File: src/rtl/mux_pkg.sv
// Shared select encodings and widths for the 4:1 word selector.
package mux_pkg;

  localparam int unsigned SEL_W = 2;

  localparam logic [SEL_W-1:0] SEL_IN0 = 2'b00;
  localparam logic [SEL_W-1:0] SEL_IN1 = 2'b01;
  localparam logic [SEL_W-1:0] SEL_IN2 = 2'b10;
  localparam logic [SEL_W-1:0] SEL_IN3 = 2'b11;

endpackage : mux_pkg

File: src/rtl/mux4x1_comb.sv
// Purely combinational 4:1 word select; the default arm keeps X off the output
// when sel is unknown.
module mux4x1_comb
  import mux_pkg::*;
#(
  parameter int unsigned N = 4
) (
  input  logic [SEL_W-1:0] sel,
  input  logic [N-1:0]     in0,
  input  logic [N-1:0]     in1,
  input  logic [N-1:0]     in2,
  input  logic [N-1:0]     in3,
  output logic [N-1:0]     word_c
);

  always_comb begin
    word_c = in0;
    case (sel)
      SEL_IN0: word_c = in0;
      SEL_IN1: word_c = in1;
      SEL_IN2: word_c = in2;
      SEL_IN3: word_c = in3;
      default: word_c = in0;
    endcase
  end

endmodule : mux4x1_comb

File: src/rtl/mux4x1_param.sv
// Registered 4:1 word selector: the selected word is loaded on en and appears
// one clock later; out_vld is sticky until reset.
module mux4x1_param
  import mux_pkg::*;
#(
  parameter int unsigned N = 4
) (
  input  logic             clk,
  input  logic             rst,
  input  logic             en,
  input  logic [SEL_W-1:0] sel,
  input  logic [N-1:0]     in0,
  input  logic [N-1:0]     in1,
  input  logic [N-1:0]     in2,
  input  logic [N-1:0]     in3,
  output logic [N-1:0]     out,
  output logic             out_vld
);

  logic [N-1:0] word_c;

  mux4x1_comb #(.N(N)) u_sel (
    .sel    (sel),
    .in0    (in0),
    .in1    (in1),
    .in2    (in2),
    .in3    (in3),
    .word_c (word_c)
  );

  // Output register; reset wins over a simultaneous capture.
  always_ff @(posedge clk or posedge rst) begin
    if (rst) begin
      out     <= '0;
      out_vld <= 1'b0;
    end else if (en) begin
      out     <= word_c;
      out_vld <= 1'b1;
    end
  end

endmodule : mux4x1_param

File: config.mk
export PLATFORM = sky130hd
export DESIGN_NAME = mux4x1_param
export DESIGN_NICKNAME = d
export VERILOG_FILES = /design/src/rtl/mux_pkg.sv /design/src/rtl/mux4x1_comb.sv /design/src/rtl/mux4x1_param.sv
export SDC_FILE = /design/constraint.sdc
export NUM_CORES = 1
export LEC_CHECK = 0
export CORE_AREA = 2 2 39 41
export DETAILED_ROUTE_END_ITERATION = 10
export DIE_AREA = 0 0 41 43
export SLEW_MARGIN = 20
export SYNTH_ARGS = -nofsm -noshare
export SYNTH_HDL_FRONTEND = slang
export SYNTH_SLANG_ARGS = --single-unit
File: constraint.sdc
create_clock -name clk -period 0.8 [get_ports clk]
set_input_delay 0.24 -clock clk [delete_from_list [all_inputs] [get_ports clk]]
set_output_delay 0.24 -clock clk [all_outputs]
set_load 0.05 [all_outputs]
==> flow_metrics.py <==
metrics = {
    "status": {
        "outcome": "finished with violations",
        "violations": "setup timing",
    },
    "global_routing": {
        "grt_pass1_wl_um": 1370,
        "grt_pass1_vias": 329,
        "grtUsageTotal_pct": 11.3,
        "overflow": 0,
        "antenna_found_initial": 0,
        "grt_max_degree": 9,
    },
    "drt": {
        "via_per_inst": 4.48,
        "drc_errors": 0,
        "drt_first_pass_iters": 1,
        "vias": 318,
        "drt_iter0_drc": 0,
        "finalWirelength_um": 960,
        "postRouteAntennaNets": 0,
        "post_drt_wl_per_cell_um": 13.5,
    },
    "sta": {
        "worst_pin_slew_ps": 184,
        "slew_headroom_pct": 87.5,
        "fin_skew_ps": 0,
        "fin_crit_ps": 1060,
        "post-route-period-util_pct": 132,
        "finalSetupViolCount": 5,
        "hold_violations": 0,
        "maxSlewViolCount": 0,
        "max_freq_ghz": 0.947,
        "final.setup.worst_slack_ps": -256,
        "rsz0062_at_grt": "yes",
    },
    "yosys": {
        "yosys-top-cells-count": "8 x mux2i_1, 5 x dfrtp_1, 5 x nand2b_1, 4 x o221ai_1",
        "ys_ff_latch": 5,
        "synth_async_sr_flop_share_pct": 100,
        "avgSynthCellArea_um2": 11.4,
        "synth_top_area_cell": "dfrtp_1",
        "synth.area.top_cells": "dfrtp_1 42%, mux2i_1 27%, o221ai_1 12%, nand2b_1 11%, buf_6 3.8%",
        "yosys_warnings": 0,
        "synth_edf_count": 0,
        "synthesis.nets": 47,
        "netlist_instances": 26,
        "synth-main-ff-cell": "dfrtp_1",
        "syn_area_um2": 297,
        "synth_most_common_cell": "mux2i_1",
        "synth_top_area_share_pct": 42.2,
        "synth_cell_types": 8,
        "ys_seq_area_share_pct": 42.2,
    },
    "clocking": {
        "cts_tree": "built",
        "root_buffer": "clkbuf_4",
        "ctsLongestPathBuffers": 2,
        "cts_hold_buf": 0,
        "clk_pin_slew_worst_paths_ps": 40,
        "clock_latency_ps": 240,
        "cts_sinks": 5,
        "cts_inserted_buffers": 3,
        "post-cts-setup-buffer-count": 0,
        "htree_levels": 1,
    },
    "die": {
        "die-area_um2": 1760,
        "die_w_um": 41,
        "num_rows": 14,
        "die_h_um": 43,
        "start_util_pct": 21.4,
        "coreArea_um2": 1380,
        "boundaryPins": 26,
    },
    "final_layout": {
        "fin_util_pct": 49.8,
        "synthToLayoutAreaGrowth_pct": 132,
        "fin_nets": 77,
        "fillers": 144,
        "layout-drive-gt1-share_pct": 40.0,
        "n_antenna_cell": 0,
    },
    "place": {
        "gp_congestion": 0.662,
        "port_buffers": 25,
        "dp_hpwl_um": 710,
    },
    "setup_path": {
        "worstSetupPathType": "flip-flop to primary output",
        "cp.required_ps": 560,
        "end_kind": "primary output",
        "r2r_cells": 1,
        "cp.depth": 1,
        "cp_top_family": "flip-flops",
        "path_max_fanout": 2,
        "path_cells": "buf_12",
        "crit_path_max_incr_delay_ps": 420,
        "worst-path-buf-inv": 1,
        "cp-start-kind": "flip-flop",
        "crit_path_top_delay_cell": "dfrtp_2",
        "crit_arrival_ps": 820,
    },
    "pwr": {
        "ir_drop_mv": 0.923,
        "leakagePower_nw": 0.359,
        "total_power_mw": 0.996,
        "p_per_area_nw_per_um2": 1440,
    },
    "job": {
        "max_cap_viol_count": 0,
    },
    "hold_path": {
        "worstHoldPathType": "input pin to async pin",
    },
}
-- cells by family (layout without fill, tap and decap cells) --
| family | count (synthesis) | in the layout | share of synthesized area [%] |
|---|---|---|---|
| flip-flops | 5 | 5 | 42.2 |
| AND/OR/NAND/NOR | 7 | 7 | 13.9 |
| AO/OA/AOI/OAI | 4 | 4 | 11.8 |
| buffers and inverters | 2 | 31 | 5.06 |
| multiplexers | 8 | 8 | 27.0 |
-- worst paths after layout --
| path | start | end | slack (ps) |
|---|---|---|---|
| hold / removal | rst | out[1] | 190 |
| min in group clk | in1[2] | out[2] | 340 |
| hold reg to reg | out_vld | out_vld | 520 |
| max in group asynchronous | rst | out[0] | 420 |
| setup reg to reg | out_vld | out_vld | 40 |
| setup / recovery | out[2] | out[2] | -260 |
-- final cells by class --
| class | instances | area, um^2 | share of cell area [%] |
|---|---|---|---|
| Tap cell | 16 | 20.0 | 2.90 |
| Multi-Input combinational cell | 19 | 191 | 27.8 |
| Sequential cell | 5 | 131 | 19.1 |
| Inverter | 1 | 3.75 | 0.544 |
| Clock buffer | 4 | 26.3 | 3.81 |
| Timing Repair Buffer | 26 | 317 | 45.9 |
-- routing by layer --
metal | part of all wire (%) | wire [um] | track usage [%] | up-vias
li1 | - | - | - | 155
met1 | 43 | 410 | 14.3 | 138
met2 | 36 | 345 | 14.4 | 25
met3 | 21 | 204 | 8.38 | 0
met4 | 0 | 0 | 4.00 | 0
met5 | 0 | 0 | 0 | -
-- sequential cells by signal (all words and copies together), names as in the netlist --
| register | flops |
|---|---|
| out_vld | 1 |
| out | 4 |
-- metrics by stage --
step                setup TNS [ps]  cells  setup slack [ps]  hold WS (ps)  area (um^2)
finish                       -1260     71              -256           195          689
global route                 -1370     71              -282           230          689
CTS                          -1370     71              -265           196          676
detailed placement           -2620     67              -595           454          634
global placement             -2550     67              -570           462          634
floorplan                     -167     26             -66.8          18.6          305
-- power by group --
group          internal, mW  switching (mW)  leakage (nW)
logic                 0.217           0.173         0.291
registers             0.284          0.0297        0.0529
clock network         0.189           0.103        0.0150
total                 0.690           0.306         0.359
-- timing repair --
| item | 4_1_cts | 5_1_grt |
|---|---|---|
| resized for setup | 20 | 9 |
| pin swaps | 3 | 3 |
| gates cloned | 0 | 0 |
| endpoints found under the setup margin | 10 | 9 |
-- cell usage in the layout (no fill, tap or decap), drive strengths merged --
master         count
dlygate4sd2        9
mux2i              8
dlymetal6s2s       7
buf                7
dfrtp              5
nand2b             5
clkbuf             5
o221ai             4
clkdlybuf4s50      2
nand2              1
inv                1
or2                1
No activity file was read; power rests on OpenSTA's default activity.
